--- config.mk ---
export PLATFORM = sky130hd
export DESIGN_NAME = seq_divider
export DESIGN_NICKNAME = d
export VERILOG_FILES = /design/src/rtl/seq_divider.sv
export SDC_FILE = /design/constraint.sdc
export NUM_CORES = 1
export LEC_CHECK = 0
export CELL_PAD_IN_SITES_DETAIL_PLACEMENT = 0
export CELL_PAD_IN_SITES_GLOBAL_PLACEMENT = 1
export CORE_ASPECT_RATIO = 0.5
export CORE_UTILIZATION = 39
export DETAILED_ROUTE_END_ITERATION = 8
export PLACE_DENSITY_LB_ADDON = 0.1
export SKIP_CTS_REPAIR_TIMING = 1
export SLEW_MARGIN = 20
export SYNTH_ARGS = -nofsm -noshare
export SYNTH_HDL_FRONTEND = slang
export SYNTH_SLANG_ARGS = --single-unit
--- constraint.sdc ---
create_clock -name clk -period 2.6 [get_ports clk]
set_input_delay 0.26 -clock clk [delete_from_list [all_inputs] [get_ports clk]]
set_output_delay 0.26 -clock clk [all_outputs]
set_load 0.05 [all_outputs]
--- src/rtl/seq_divider.sv ---
// seq_divider: sequential signed divider, restoring division on magnitudes
//   with a final sign-fix cycle (inverse of the Booth radix-2 multiplier).
// Latency: start sampled at edge k -> busy high after edges k..k+WIDTH,
//   result registered at edge k+WIDTH+1 with a one-cycle done pulse.
// Backpressure: none; start while busy aborts and restarts, no done for the
//   aborted operation, quot/rem keep their previous values.
//
// Ports:
//   clk          rising-edge clock
//   rst          asynchronous active-high reset
//   start        load operands and begin a division (sampled every edge)
//   dividend     signed dividend, sampled on a start edge only
//   divisor      signed divisor, sampled on a start edge only
//   quot, rem    registered signed quotient / remainder
//   busy         operation in progress
//   done         one-cycle pulse, quot/rem valid in that cycle
//   div_by_zero  sticky flag for the last operation (divisor == 0)
//   overflow     sticky flag for the last operation (most-negative / -1)

module seq_divider #(
  parameter int WIDTH = 8
) (
  input  logic             clk,
  input  logic             rst,
  input  logic             start,
  input  logic [WIDTH-1:0] dividend,
  input  logic [WIDTH-1:0] divisor,
  output logic [WIDTH-1:0] quot,
  output logic [WIDTH-1:0] rem,
  output logic             busy,
  output logic             done,
  output logic             div_by_zero,
  output logic             overflow
);

  // Counter holds 0..WIDTH-1; one iteration per CALC cycle.
  localparam int CW = (WIDTH > 2) ? $clog2(WIDTH) : 1;
  localparam logic [CW-1:0] LAST_ITER = CW'(WIDTH - 1);
  localparam logic [WIDTH-1:0] MOST_NEG = {1'b1, {(WIDTH-1){1'b0}}};

  typedef enum logic [1:0] {
    S_IDLE = 2'd0,
    S_CALC = 2'd1,
    S_FIX  = 2'd2
  } state_t;

  state_t            state_q;
  logic              neg_quot_q;   // quotient sign: dividend MSB ^ divisor MSB
  logic              neg_rem_q;    // remainder takes the sign of the dividend
  logic [WIDTH-1:0]  dvs_mag_q;    // |divisor|
  logic [WIDTH-1:0]  dvd_q;        // raw dividend, needed for the /0 remainder
  logic [WIDTH-1:0]  p_q;          // partial remainder (see note on width below)
  logic [WIDTH-1:0]  q_q;          // dividend magnitude shifting out / quotient in
  logic [CW-1:0]     cnt_q;
  logic              dz_pend_q;    // classification captured at start, applied at FIX
  logic              ov_pend_q;

  logic [WIDTH-1:0]  quot_q;
  logic [WIDTH-1:0]  rem_q;
  logic              busy_q;
  logic              done_q;
  logic              dz_q;
  logic              ov_q;

  // Combinational next-step values for one restoring iteration and for FIX.
  logic [WIDTH:0]    p_shift;
  logic [WIDTH:0]    t_diff;
  logic [WIDTH-1:0]  p_d;
  logic [WIDTH-1:0]  q_d;
  logic [WIDTH-1:0]  quot_fix_d;
  logic [WIDTH-1:0]  rem_fix_d;
  logic [WIDTH-1:0]  dvd_mag_d;
  logic [WIDTH-1:0]  dvs_mag_d;

  // Magnitude of a two's-complement value. The most-negative value maps to
  // 2^(WIDTH-1), which is still representable as an unsigned WIDTH-bit value.
  function automatic logic [WIDTH-1:0] mag(input logic [WIDTH-1:0] v);
    return v[WIDTH-1] ? (~v + 1'b1) : v;
  endfunction

  always_comb begin
    dvd_mag_d = mag(dividend);
    dvs_mag_d = mag(divisor);

    // Shift {P, Q} left by one. The stored P is always < |divisor| <= 2^(WIDTH-1)
    // after a restore, so it fits in WIDTH bits; only the shifted value needs
    // the extra bit, and the subtract result's top bit is the borrow.
    p_shift = {p_q, q_q[WIDTH-1]};
    t_diff  = p_shift - {1'b0, dvs_mag_q};

    if (t_diff[WIDTH]) begin
      p_d = p_shift[WIDTH-1:0];      // restore
      q_d = {q_q[WIDTH-2:0], 1'b0};
    end else begin
      p_d = t_diff[WIDTH-1:0];
      q_d = {q_q[WIDTH-2:0], 1'b1};
    end

    quot_fix_d = neg_quot_q ? (~q_q + 1'b1) : q_q;
    rem_fix_d  = neg_rem_q  ? (~p_q + 1'b1) : p_q;

    // Special cases override the iterated result.
    if (dz_pend_q) begin
      quot_fix_d = '1;
      rem_fix_d  = dvd_q;
    end else if (ov_pend_q) begin
      quot_fix_d = MOST_NEG;
      rem_fix_d  = '0;
    end
  end

  always_ff @(posedge clk or posedge rst) begin
    if (rst) begin
      state_q    <= S_IDLE;
      neg_quot_q <= 1'b0;
      neg_rem_q  <= 1'b0;
      dvs_mag_q  <= '0;
      dvd_q      <= '0;
      p_q        <= '0;
      q_q        <= '0;
      cnt_q      <= '0;
      dz_pend_q  <= 1'b0;
      ov_pend_q  <= 1'b0;
      quot_q     <= '0;
      rem_q      <= '0;
      busy_q     <= 1'b0;
      done_q     <= 1'b0;
      dz_q       <= 1'b0;
      ov_q       <= 1'b0;
    end else begin
      done_q <= 1'b0;

      // start has priority in every state: a start during CALC or on the FIX
      // edge silently abandons the running operation.
      if (start) begin
        state_q    <= S_CALC;
        neg_quot_q <= dividend[WIDTH-1] ^ divisor[WIDTH-1];
        neg_rem_q  <= dividend[WIDTH-1];
        dvs_mag_q  <= dvs_mag_d;
        dvd_q      <= dividend;
        p_q        <= '0;
        q_q        <= dvd_mag_d;
        cnt_q      <= '0;
        dz_pend_q  <= (divisor == '0);
        ov_pend_q  <= (dividend == MOST_NEG) && (divisor == '1);
        busy_q     <= 1'b1;
        dz_q       <= 1'b0;
        ov_q       <= 1'b0;
      end else begin
        case (state_q)
          S_IDLE: begin
            busy_q <= 1'b0;
          end

          S_CALC: begin
            p_q   <= p_d;
            q_q   <= q_d;
            cnt_q <= cnt_q + 1'b1;
            if (cnt_q == LAST_ITER) begin
              state_q <= S_FIX;
            end
          end

          S_FIX: begin
            quot_q  <= quot_fix_d;
            rem_q   <= rem_fix_d;
            dz_q    <= dz_pend_q;
            ov_q    <= ov_pend_q;
            done_q  <= 1'b1;
            busy_q  <= 1'b0;
            state_q <= S_IDLE;
          end

          default: begin
            state_q <= S_IDLE;
            busy_q  <= 1'b0;
          end
        endcase
      end
    end
  end

  assign quot        = quot_q;
  assign rem         = rem_q;
  assign busy        = busy_q;
  assign done        = done_q;
  assign div_by_zero = dz_q;
  assign overflow    = ov_q;

endmodule

==> run metrics, run 1 <==
Hold Fails Final Rpt=0; Comb power frac=around 41%; Pint=2.76 mW; Avg Cell Area, Syn=9.30 sq um; synth unique cells=48; number of global-route vias before repair=between 2000 and 3000; family with the most delay on the worst path=compound AO/OA/AOI/OAI gates; share of post-route cells with drive strength above 1=12.9%; fillers=823; Max clock buf depth=2; Layout area overhead=23.9%; syn_nets=420; Design Area, Final=4440 sq um; ys async rst share=100%; Sw Share=34.1%; clock insertion delay at the later pin of the skew report=0.33 ns; P_leak=between 1.5 and 2 nW; Yosys reg bits=60; Flop pwr share=28.2%; Worst Skew=0.00794 ns; # nets final=between 400 and 500; RSZ-0062 raised after global routing=no; GRT Overall Usage=20.3%; cells after synthesis=385; total power=approximately 4.2 mW; DRT antenna net count=0; setup_tns=0 ns; maxcap violations=0; CTS tree=yes; routability congestion estimate=roughly 0.8; number of detailed-route iterations in the first pass=5; commonest non-fill, non-tap cell in the layout=dfrtp_1; drt drc=0; Final WS setup=0.141 ns; clock power share=30.6%; # clock sinks=60; min cycle time layout=2.46 ns; crit path launch type=flip-flop; placed cells=around 530; Final Cycle Share=between 90% and 100%; status=finished clean; via count=2911; largest net degree at the start of global routing=34; site row count=24; DIE AREA=9600 sq um; I/O Pins=39; core box area=8800 sq um; CP arrival=2.67 ns; gr ovfl total=0; fin util=50.4%; vias per cell=5.28; Slew headroom=52.0%; TritonCTS Buffers=9; Initial Util=between 40% and 50%; # diodes=0; worst vdd ir=379 uV; Critical Path, Cell by Cell=inv_2, ha_2, inv_1, fa_2, a21o_1, a221oi_4, a31o_2, or2_4, nor4_1, a221o_2; critical path type=reg2reg; flop-to-flop setup slack=0.14 ns; area of the mapped netlist=3580 sq um; Port Buffers=38; highest-count cells in the layout ignoring fill and taps=dfrtp_1, a21oi_1, nor2_1; Slew @ Worst Pin=0.719 ns; largest fanout on the critical path=5; CTS root buf=clkbuf_16; CP bufs+invs=2; sw power=1.43 mW; H-tree Lvls=3; first-pass GRT wire length=around 15000 microns; EDFF count, synth=0; Seq/Total Area, Yosys=41.9%; WHS=~0.34 ns; post-place setup slack=-0.0977 ns; Synth Flop Type=dfrtp_1; Final Max Slew Viols=0; Non-Filler Instances=551; crit-path max cell delay=0.39 ns; antenna violations before repair=0; setup violators final=0; Die Y-Extent=approximately 70 microns; initial DRC count=approximately 200; Worst Path Required=2.81 ns; wire per inst=16.1 microns; Routed WL=~8900 microns; Worst-path clk slew=0.05 ns; yosys warns=0; cell with the largest stage delay on the worst path=dfrtp_1; Final HPWL DP=6520 microns; pwr dens=944 nW/um^2; Die W=approximately 140 microns; nature of the critical path endpoint=flip-flop; hold crit path type=in2async; Area after DPL=4100 sq um; FMAX=0.407 GHz
-- synth_stat cells (2+ instances only) --
cell type	instances	area, sq um
nor4_1	4	25.0
o21a_1	4	30.0
nor2b_1	6	37.5
a211oi_1	5	37.5
a22oi_1	5	37.5
clkbuf_8	3	41.3
dfrtp_1	60	1500
o22ai_1	4	25.0
nand3_1	2	10.0
xnor2_1	22	193
buf_6	4	45.0
inv_1	20	75.1
a21oi_1	46	230
nor2_1	45	169
nand4_1	2	12.5
clkbuf_1	15	56.3
mux2i_1	11	110
xor2_1	7	61.3
o41ai_1	2	17.5
ha_1	15	188
or3_1	6	37.5
o21ai_0	18	90.1
mux2_2	9	101
nand2b_1	6	37.5
o31ai_1	6	45.0
a21o_1	3	22.5
nor3_1	7	35.0
nand2_1	28	105
-- layout make-up --
cell class                 count  area (sq um)  share of cell area (%)
timing repair buffer          55           515                    11.6
inverter                      20          75.1                    1.69
clock inverter                 4          72.6                    1.64
sequential                    60          1500                    33.8
tap                          117           146                    3.30
clock buffer                  12           246                    5.55
multi-input combinational    283          1880                    42.4
-- power groups by stage --
stage / Combinational [mW] / Sequential, mW / Clock [mW]
final: 1.73 / 1.18 / 1.28
after global routing: 1.94 / 1.20 / 1.36
after CTS: 1.67 / 1.18 / 1.31
after detailed placement: 1.65 / 1.19 / 0
after global placement: 1.63 / 1.19 / 0
after floorplan: 1.24 / 1.16 / 0
-- state kept, by name, summed over array words and instances (netlist names), 2 cells and up --
name / flops
q_q: 8
state_q: 2
p_q: 8
dvd_q: 7
quot: 8
dvs_mag_q: 8
rem: 8
cnt_q: 3
-- layer usage --
metal	share of wire, %	GRT usage (%)
met5	0	0
met4	0.38	7.08
met3	4.1	4.90
met2	44	29.5
met1	51	29.2
-- path summary, 6_finish.rpt --
kind,cells past startpoint,from,end
min in group clk,2,start,overflow
worst min register to register,1,busy,busy
worst max-delay path,10,q_q[7],p_q[2]
worst min-delay path,2,rst,done
worst max register to register,10,q_q[7],p_q[2]
max in group asynchronous,3,rst,dvs_mag_q[1]
-- logic make-up after synthesis --
family	after synthesis	synth area share (%)
flops	60	41.9
simple gates	114	15.1
fa+ha+maj	16	5.80
xor+xnor	29	7.09
buf+inv	43	6.18
mux	20	5.90
compound gates	103	18.0
(Power assumes the default switching activity.)
==> run 2, diff against run 1 <==
--- a/config.mk
+++ b/config.mk
@@ -10,9 +10,10 @@
 export CORE_ASPECT_RATIO = 0.5
 export CORE_UTILIZATION = 39
 export DETAILED_ROUTE_END_ITERATION = 8
+export MAX_ROUTING_LAYER = met4
 export PLACE_DENSITY_LB_ADDON = 0.1
 export SKIP_CTS_REPAIR_TIMING = 1
-export SLEW_MARGIN = 20
+export SLEW_MARGIN = 40
 export SYNTH_ARGS = -nofsm -noshare
 export SYNTH_HDL_FRONTEND = slang
 export SYNTH_SLANG_ARGS = --single-unit
==> run 2 against run 1 <==
Net effect: sequential cell count unchanged; die area stayed put; count of clock-buffer cells in the layout decreased by 3; via count grew 0.38%; critical path depth rose by 1; clock power barely moved; highest routed layer unchanged; routed wire length shrank 0.97%; sequential share of layout area down 0.22 points; sequential power is essentially flat; non-clock buffer count is 2 higher; total power up 1.5%.
==> run metrics, run 2 (same netlist as run 1, synthesis figures left out) <==
Die W=138 microns; largest net degree at the start of global routing=34; worst vdd ir=around 430 uV; Routed WL=~9000 microns; largest fanout on the critical path=5; nature of the critical path endpoint=flip-flop; routability congestion estimate=0.849; Worst Skew=0.00797 ns; Hold Fails Final Rpt=0; Die Y-Extent=between 60 and 70 microns; core box area=8800 sq um; TritonCTS Buffers=9; P_leak=1.99 nW; CTS root buf=clkbuf_16; CP arrival=2.64 ns; highest-count cells in the layout ignoring fill and taps=dfrtp_1, a21oi_1, nor2_1; share of post-route cells with drive strength above 1=14.0%; initial DRC count=~110; Critical Path, Cell by Cell=inv_1, ha_2, inv_1, fa_2, a21o_1, a221oi_4, nor3b_2, or2_4, buf_4, o211ai_1, a21oi_1; placed cells=535; antenna violations before repair=0; Worst-path clk slew=0.06 ns; drt drc=0; site row count=24; CTS tree=yes; commonest non-fill, non-tap cell in the layout=dfrtp_1; Non-Filler Instances=553; Area after DPL=slightly above 4000 sq um; Worst Reg-to-Reg Cells=11; pwr dens=952 nW/um^2; Final HPWL DP=6520 microns; Worst Path Required=2.80 ns; GRT Overall Usage=20.7%; maxcap violations=0; Final WS setup=0.164 ns; FMAX=0.410 GHz; total power=4.25 mW; flop-to-flop setup slack=approximately 0.16 ns; setup violators final=0; # diodes=0; number of global-route vias before repair=2761; Layout area overhead=24.7%; # nets final=466; wire per inst=15.9 microns; Slew headroom=51.9%; crit-path max cell delay=0.38 ns; Final Max Slew Viols=0; status=finished clean; DIE AREA=roughly 9600 sq um; Critical Path Most Common Cell=inv_1; H-tree Lvls=3; Design Area, Final=4470 sq um; RSZ-0062 raised after global routing=no; R2R Path End=p_q[0]; FF-to-FF Start=q_q[7]; Max clock buf depth=2; number of detailed-route iterations in the first pass=4; Slew @ Worst Pin=about 0.72 ns; cell with the largest stage delay on the worst path=dfrtp_1; Final Cycle Share=93.7%; CP startpoint=q_q[7]; DRT antenna net count=0; via count=2922; gr ovfl total=0; first-pass GRT wire length=around 15000 microns; Initial Util=approximately 41%; Port Buffers=38; vias per cell=~5.3; # clock sinks=60; hold crit path type=in2async; post-place setup slack=-0.104 ns; min cycle time layout=2.44 ns; critical path type=reg2reg; I/O Pins=39; clock insertion delay at the later pin of the skew report=around 0.33 ns; crit path launch type=flip-flop
-- run 2: final cells by class --
class                      count  area (sq um)
inverter                      20          75.1
timing repair buffer          57           531
tap                          117           146
clock inverter                 7          98.8
fill                         853          4330
sequential                    60          1500
multi-input combinational    283          1890
clock buffer                   9           225
-- run 2: per-layer routing --
layer | share of wire [%] | global-route usage [%] | wire [microns]
met1 | 51 | 29.1 | 4500
met2 | 43 | 29.4 | 3790
met3 | 4.7 | 5.92 | 414
met5 | 0 | - | 0
met4 | 0.75 | 4.03 | 66
-- run 2: stage by stage --
step / hold slack, ns / util [%] / setup TNS, ns
2_1_floorplan: 0.394 / - / 0
3_3_place_gp: 0.464 / 46.7 / 0
3_5_place_dp: 0.471 / 46.7 / -0.273
4_1_cts: 0.338 / 50.4 / -0.382
5_1_grt: 0.347 / 50.8 / 0
6_report: 0.338 / 50.8 / 0
-- run 2: worst max path at each step --
stage                   to  slack, ns  cells past startpoint
floorplan           p_q[2]       0.12                     10
global placement    p_q[2]      0.005                     10
detailed placement  p_q[3]      -0.10                     10
CTS                 p_q[3]      -0.09                     10
global route        p_q[0]       0.02                     11
finish              p_q[0]       0.16                     11
-- run 2: where the power goes --
part | total, mW | switching (mW) | internal, mW
registers | 1.18 | 0.126 | 1.05
clock network | 1.30 | 0.452 | 0.844
logic | 1.78 | 0.899 | 0.879
total | 4.25 | 1.48 | 2.77
-- run 2: critical path: cells and delay by family, from the launching register on --
| kind | cells | cell delay [ns] |
|---|---|---|
| buf+inv | 3 | 0.29 |
| compound gates | 4 | 0.73 |
| flops | 1 | 0.38 |
| simple gates | 2 | 0.39 |
| fa+ha+maj | 2 | 0.53 |
